[src/rtl/line_stepper.sv]
// line_stepper: Bresenham line walker with a valid/ready pixel output.
// Coordinates arrive in "swapped" space (the major axis is always x) and are
// mapped back to screen space on the output according to the latched swapxy.
module line_stepper #(
    parameter int W = 3
) (
    input  logic         clk,
    input  logic         reset_n,
    input  logic         init,
    input  logic         swapxy,
    input  logic [W-1:0] x,
    input  logic [W-1:0] y,
    input  logic [W-1:0] xend,
    input  logic [W-1:0] yend,
    input  logic         out_ready,
    output logic [W-1:0] px,
    output logic [W-1:0] py,
    output logic         out_valid,
    output logic         busy,
    output logic         done
);

    typedef enum logic {
        IDLE = 1'b0,
        RUN  = 1'b1
    } state_t;

    // Error term is three bits wider than a coordinate so 2*dy - dx and the
    // per-step increments never overflow for any W-bit operand.
    localparam int EW = W + 3;
    localparam logic [W-1:0]         ONE      = {{(W-1){1'b0}}, 1'b1};
    localparam logic signed [EW-1:0] ERR_ZERO = {EW{1'b0}};

    // |a - b| as an unsigned W-bit quantity
    function automatic logic [W-1:0] abs_diff(input logic [W-1:0] a, input logic [W-1:0] b);
        logic [W-1:0] r;
        if (a >= b) begin
            r = a - b;
        end else begin
            r = b - a;
        end
        return r;
    endfunction

    // zero-extend an unsigned coordinate delta into the signed error width
    function automatic logic signed [EW-1:0] ext(input logic [W-1:0] v);
        return $signed({3'b000, v});
    endfunction

    // multiply a signed error-width value by two
    function automatic logic signed [EW-1:0] twice(input logic signed [EW-1:0] v);
        return $signed({v[EW-2:0], 1'b0});
    endfunction

    state_t                state_r, state_s;
    logic [W-1:0]          cx_r, cx_s;
    logic [W-1:0]          cy_r, cy_s;
    logic [W-1:0]          xend_r, xend_s;
    logic                  swap_r, swap_s;
    logic [W-1:0]          dx_r, dx_s;
    logic [W-1:0]          dy_r, dy_s;
    logic                  xneg_r, xneg_s;
    logic                  yneg_r, yneg_s;
    logic signed [EW-1:0]  err_r, err_s;
    logic [W-1:0]          px_r, px_s;
    logic [W-1:0]          py_r, py_s;
    logic                  done_r, done_s;

    // Next-state logic: init load has priority over stepping; the y end point
    // is only needed through dy/ystep, so it is not kept as its own register.
    always_comb begin
        state_s = state_r;
        cx_s    = cx_r;
        cy_s    = cy_r;
        xend_s  = xend_r;
        swap_s  = swap_r;
        dx_s    = dx_r;
        dy_s    = dy_r;
        xneg_s  = xneg_r;
        yneg_s  = yneg_r;
        err_s   = err_r;
        done_s  = 1'b0;

        if (init) begin
            state_s = RUN;
            cx_s    = x;
            cy_s    = y;
            xend_s  = xend;
            swap_s  = swapxy;
            dx_s    = abs_diff(xend, x);
            dy_s    = abs_diff(yend, y);
            xneg_s  = (xend < x);
            yneg_s  = (yend < y);
            err_s   = twice(ext(abs_diff(yend, y))) - ext(abs_diff(xend, x));
        end else if (state_r == RUN) begin
            if (out_ready) begin
                if (cx_r == xend_r) begin
                    // final pixel consumed
                    state_s = IDLE;
                    done_s  = 1'b1;
                end else begin
                    cx_s = xneg_r ? (cx_r - ONE) : (cx_r + ONE);
                    if (err_r > ERR_ZERO) begin
                        cy_s  = yneg_r ? (cy_r - ONE) : (cy_r + ONE);
                        err_s = err_r + twice(ext(dy_r) - ext(dx_r));
                    end else begin
                        err_s = err_r + twice(ext(dy_r));
                    end
                end
            end else begin
                // stalled: everything holds
                state_s = RUN;
            end
        end else begin
            // idle: hold the last pixel, ignore out_ready
            state_s = IDLE;
        end

        // screen-space mapping of the next current pixel
        if (swap_s) begin
            px_s = cy_s;
            py_s = cx_s;
        end else begin
            px_s = cx_s;
            py_s = cy_s;
        end
    end

    // State and output registers with asynchronous clear
    always_ff @(posedge clk or negedge reset_n) begin
        if (!reset_n) begin
            state_r <= IDLE;
            cx_r    <= {W{1'b0}};
            cy_r    <= {W{1'b0}};
            xend_r  <= {W{1'b0}};
            swap_r  <= 1'b0;
            dx_r    <= {W{1'b0}};
            dy_r    <= {W{1'b0}};
            xneg_r  <= 1'b0;
            yneg_r  <= 1'b0;
            err_r   <= ERR_ZERO;
            px_r    <= {W{1'b0}};
            py_r    <= {W{1'b0}};
            done_r  <= 1'b0;
        end else begin
            state_r <= state_s;
            cx_r    <= cx_s;
            cy_r    <= cy_s;
            xend_r  <= xend_s;
            swap_r  <= swap_s;
            dx_r    <= dx_s;
            dy_r    <= dy_s;
            xneg_r  <= xneg_s;
            yneg_r  <= yneg_s;
            err_r   <= err_s;
            px_r    <= px_s;
            py_r    <= py_s;
            done_r  <= done_s;
        end
    end

    assign px        = px_r;
    assign py        = py_r;
    assign out_valid = (state_r == RUN);
    assign busy      = (state_r == RUN);
    assign done      = done_r;

endmodule
[config.mk]
export PLATFORM = sky130hd
export DESIGN_NAME = line_stepper
export DESIGN_NICKNAME = d
export VERILOG_FILES = /design/src/rtl/line_stepper.sv
export SDC_FILE = /design/constraint.sdc
export NUM_CORES = 1
export LEC_CHECK = 0
export CORE_UTILIZATION = 39
export DETAILED_ROUTE_END_ITERATION = 10
export SYNTH_ARGS = -nofsm -noshare
export SYNTH_HDL_FRONTEND = slang
export SYNTH_SLANG_ARGS = --single-unit
[constraint.sdc]
create_clock -name clk -period 2.7 [get_ports clk]
set_input_delay 0.54 -clock clk [delete_from_list [all_inputs] [get_ports clk]]
set_output_delay 0.54 -clock clk [all_outputs]
set_load 0.005 [all_outputs]
# Word-level counts from Yosys, hierarchy flattened
# Cells that the tools add are included.
# totals
reg_bits	32
input_bits	17
output_inout_bits	9
elab_cells	66
# op_classes
n_addsub	12
order_cmp	5
n_eq_ne	2
muxes	31
reduce_logical	3
# op_table
cell	n
2-to-1 mux 3 bit	17
2-to-1 mux 6 bit	5
adder 6 x 5 -> 6 bit	2
subtractor 3 bit	4
2-to-1 mux 1 bit	9
adder 3 x 1 -> 3 bit, second input constant	2
greater-or-equal comparator 3 bit	2
> comparator 6 x 1 -> 1 bit, second input constant	1
less-than comparator 3 bit	2
subtractor 3 x 1 -> 3 bit, second input constant	2
subtractor 4 x 3 -> 5 bit	1
nonzero test 2 bit	2
subtractor 3 x 3 -> 4 bit	1
equality test 3 bit	1
AND reduction 3 bit	1
!= test 2 bit, second input constant	1

# Longest topological paths before layout
# depth
depth_word	8
ltp_mapped	12
depth_no_buf	12

# Worst setup path before layout
# OpenSTA, ideal clock, no wires.
# synth_path
path_kind	input to register
from	input port y[0]
to	register err_r[5]
setup_ps	116
arrival_time_ps	2738
required_time_ps	2584
path_slack_ps	-154
stages	10
n_path_buf	0
cell_sequence	inv_1 ha_1 nand2b_4 a21o_1 a21oi_1 mux2_2 ha_1 and2b_2 or4_4 o311ai_0
# synth_between
elab_chain_len	5
word_cells_on_any_way	7
classes_between	add/sub: 3; order compare: 1; mux: 3
# synth_rtl
item	line_no	source
from (decl)	12	input logic [W-1:0] y,
subtractor 3 bit, or another cell as far along	40	r = b - a;
2-to-1 mux 3 bit (*)	37	if (a >= b) begin
2-to-1 mux 3 bit (*)	84	if (init) begin
subtractor 4 x 3 -> 5 bit (*)	94	err_s = twice(ext(abs_diff(yend, y))) - ext(abs_diff(xend, x));
2-to-1 mux 6 bit (*)	84	
to (signal assigned)	155	err_r <= err_s;
to (decl)	64	logic signed [EW-1:0] err_r, err_s;
# Mark *: on every way between the ends. The rest lies on a longest branch, timed or not. The select of a mux whose other input is x is not followed.
# A chain may end at the register's enable or synchronous reset.

# Worst setup path in the final report
# layout_path
from	input port x[0]
to	register err_r[4]
# layout_between
elab_chain_len	5
word_cells_on_any_way	7
classes_between	add/sub: 3; order compare: 1; mux: 3
# layout_rtl
item	line_no	source
from (decl)	11	input logic [W-1:0] x,
subtractor 3 bit, or another cell as far along	40	
2-to-1 mux 3 bit (*)	37	
2-to-1 mux 3 bit (*)	84	
subtractor 4 x 3 -> 5 bit (*)	94	
2-to-1 mux 6 bit (*)	84	
# Marked as above.

==> flow_metrics.py <==
metrics = {
    "die": {
        "fp.coreArea_um2": 5640,
        "dieArea_um2": 6290,
        "io_pins": 26,
        "rows": 27,
        "die_y_um": 79.3,
        "start_util": 0.413,
        "fp.dieW_um": 79.3,
    },
    "worst_setup_path": {
        "critPathMaxStageDelay_ns": 0.44,
        "cp_cell_sequence": "buf_6, buf_6, ha_4, fa_2, mux2_4, o211ai_1, o311a_1, ha_4, and2b_2, or4_4, a21oi_2",
        "cp_max_fo": 3,
        "startpoint_type": "primary input",
        "ff2ff_path_depth": 11,
        "crit_type": "in2reg",
        "worstPathArrival_ns": 2.85,
        "cp.required_ns": 2.92,
        "cp_slowest_cell": "or4_4",
        "end_kind": "flop",
    },
    "yosys": {
        "synth-edff-count": 0,
        "ys_top_cells_by_count": "dfrtp_1 (32), inv_1 (30), a21oi_1 (20), ha_1 (18)",
        "yosysTopAreaCell": "dfrtp_1",
        "syn_area_um2": 2330,
        "ys_ff_latch": 32,
        "synth.distinct_cells": 44,
        "synthCells": 235,
        "syn_avg_cell_area_um2": 9.92,
        "synth_most_common_cell": "dfrtp_1",
        "synth_warnings": 0,
        "synth-main-ff-cell": "dfrtp_1",
        "synth.top_cell.area_share": 0.343,
        "postSynth.asyncResetShare": 1.00,
        "yosysSeqAreaShare": 0.343,
        "syn_nets": 279,
        "synth_area_leaders": "dfrtp_1 (34%), ha_1 (9.7%), fa_1 (7.7%)",
    },
    "clock_network": {
        "path_clk_slew_ns": 0.07,
        "cts_sinks": 32,
        "cts_buffers": 5,
        "cts_root_buffer": "clkbuf_8",
        "cts_hold_buf": 0,
        "cts_max_level": 2,
        "clk_latency_ns": 0.29,
        "cts_tree": "done",
        "cts_buffer_depth": 2,
    },
    "timing": {
        "worst_slew_pin_slew_ns": 0.607,
        "fin_ws_ns": 0.0739,
        "hold_viol_final": 0,
        "timing.fmax_ghz": 0.381,
        "finalSetupViolCount": 0,
        "grt_setup_unrepaired": "false",
        "fin_crit_sh": 0.973,
        "clock-skew-final_ns": 0.00460,
        "slew_headroom": 0.592,
        "post-route-min-period_ns": 2.63,
        "drv_slew": 0,
        "setup_tns_ns": 0,
    },
    "finish": {
        "multi_input_area_um2": 1480,
        "fin_nets": 342,
        "drive_above_1_share": 0.311,
        "ff_latch_area_um2": 801,
        "finalInstanceArea_um2": 3110,
        "n_antenna_cell": 0,
        "nFillCells": 500,
        "area_delta_synth_final_pct": 33.4,
    },
    "global_routing": {
        "grt_start_max_net_pins": 35,
        "grt_pass1_vias": 1820,
        "track_usage": 0.184,
        "overflow": 0,
        "grt_pass1_wl_mm": 8.83,
        "grt_antenna_before_repair": 0,
    },
    "place": {
        "dp_hpwl_mm": 4.02,
        "numPortBuffers": 25,
        "dpl_cell_area_um2": 2930,
        "place_congestion": 0.835,
        "dp_worst_setup_slack_ns": -0.670,
    },
    "power_and_ir_drop": {
        "power_density_nw_per_um2": 728,
        "power_leakage_nw": 1.42,
        "ir_drop_uv": 341,
    },
    "run": {
        "maxCapViolCount": 0,
    },
    "drt": {
        "drc": 0,
        "routed_wl_mm": 5.20,
        "drtPass1Iterations": 4,
        "ant_nets": 0,
        "wl_per_cell_um": 14.0,
        "via_count": 1895,
        "drt_iter0_drc": 95,
        "via_per_inst": 5.11,
    },
    "worst_hold_path": {
        "min_path_cells": 1,
        "hp-class": "reg2reg",
    },
    "run_status": {
        "status": "completed",
    },
}
-- routing by layer --
layer,vias to the layer above,share of wire,track usage
met1,909,0.49,0.250
met5,-,0,0
li1,943,-,-
met4,0,0.018,0.0618
met2,35,0.46,0.292
met3,8,0.037,0.0368
-- flip-flops by register name, summed over array words and instances, names as in the netlist, 3 cells and up --
signal and cells:
dy_r 3, err_r 6, px 3, cy_r 3, dx_r 3, py 3, cx_r 3, xend_r 3
-- area by class of cell --
| type | instances | area share |
|---|---|---|
| multi-input combinational | 164 | 0.475 |
| tap | 72 | 0.0290 |
| inverter | 31 | 0.0374 |
| clock buffer | 7 | 0.0277 |
| sequential | 32 | 0.257 |
| timing repair buffer | 64 | 0.171 |
| clock inverter | 1 | 0.00241 |
-- critical path: cells and delay by family --
kind	cells	cell delay [ns]
AND/OR/NAND/NOR	2	0.63
adder cells (fa/ha/maj)	3	0.71
buffers and inverters	2	0.21
AO/OA/AOI/OAI	3	0.50
multiplexers	1	0.27
-- stage by stage --
step / utilization / instances / hold WS [ns] / total power, mW
floorplan: - / 235 / 0.244 / 1.45
global placement: 0.520 / 360 / 0.507 / 1.78
detailed placement: 0.520 / 360 / 0.524 / 1.79
CTS: 0.548 / 370 / 0.539 / 2.23
global route: 0.552 / 371 / 0.538 / 2.48
finish: 0.552 / 371 / 0.530 / 2.26
-- what timing repair did --
action,4_1_cts,5_1_grt
setup buffers,2,1
pin swaps,10,5
resized for setup,43,6
endpoints found under the setup margin,4,2
-- path summary, 6_finish.rpt --
kind                                           from                   end  slack, ns
min in group asynchronous                   reset_n     cy_r[2]$_DFF_PN0_       0.64
max in group asynchronous                   reset_n   dx_r[2]$_DFFE_PN0P_       1.76
worst max register to register  dy_r[0]$_DFFE_PN0P_  err_r[5]$_DFFE_PN0P_       0.15
worst min-delay path            dx_r[1]$_DFFE_PN0P_   dx_r[1]$_DFFE_PN0P_       0.53
worst max-delay path                           x[0]  err_r[4]$_DFFE_PN0P_       0.07
worst min register to register  dx_r[1]$_DFFE_PN0P_   dx_r[1]$_DFFE_PN0P_       0.53
-- logic make-up after synthesis --
family          synth area share
compound gates             0.176
xor+xnor                  0.0451
fa+ha+maj                  0.174
buf+inv                   0.0805
flops                      0.343
mux                       0.0740
simple gates               0.107
-- layout by cell type, fill, tap and decap left out, drive strengths merged, types with 2 or more instances in the layout --
cell type and n:
a211oi 3, a21boi 2, a21o 5, a21oi 21, a311oi 2, a31oi 3
a32oi 2, buf 43, clkbuf 7, clkdlybuf4s15 2, clkdlybuf4s50 14, dfrtp 32
dlygate4sd2 5, fa 9, ha 18, inv 30, mux2 10, mux2i 6
nand2 14, nand2b 2, nand3 3, nor2 13, nor2b 4, nor3 7
o211ai 4, o21ai 10, o22ai 4, xnor2 9, xor2 3
-- power by group --
part           leakage (nW)  internal, mW  switching (mW)
sequential            0.374         0.595          0.0860
combinational          1.00         0.611           0.583
clock                0.0445         0.207           0.184
total                  1.42          1.41           0.852
Power figures use the tool's default switching activity.
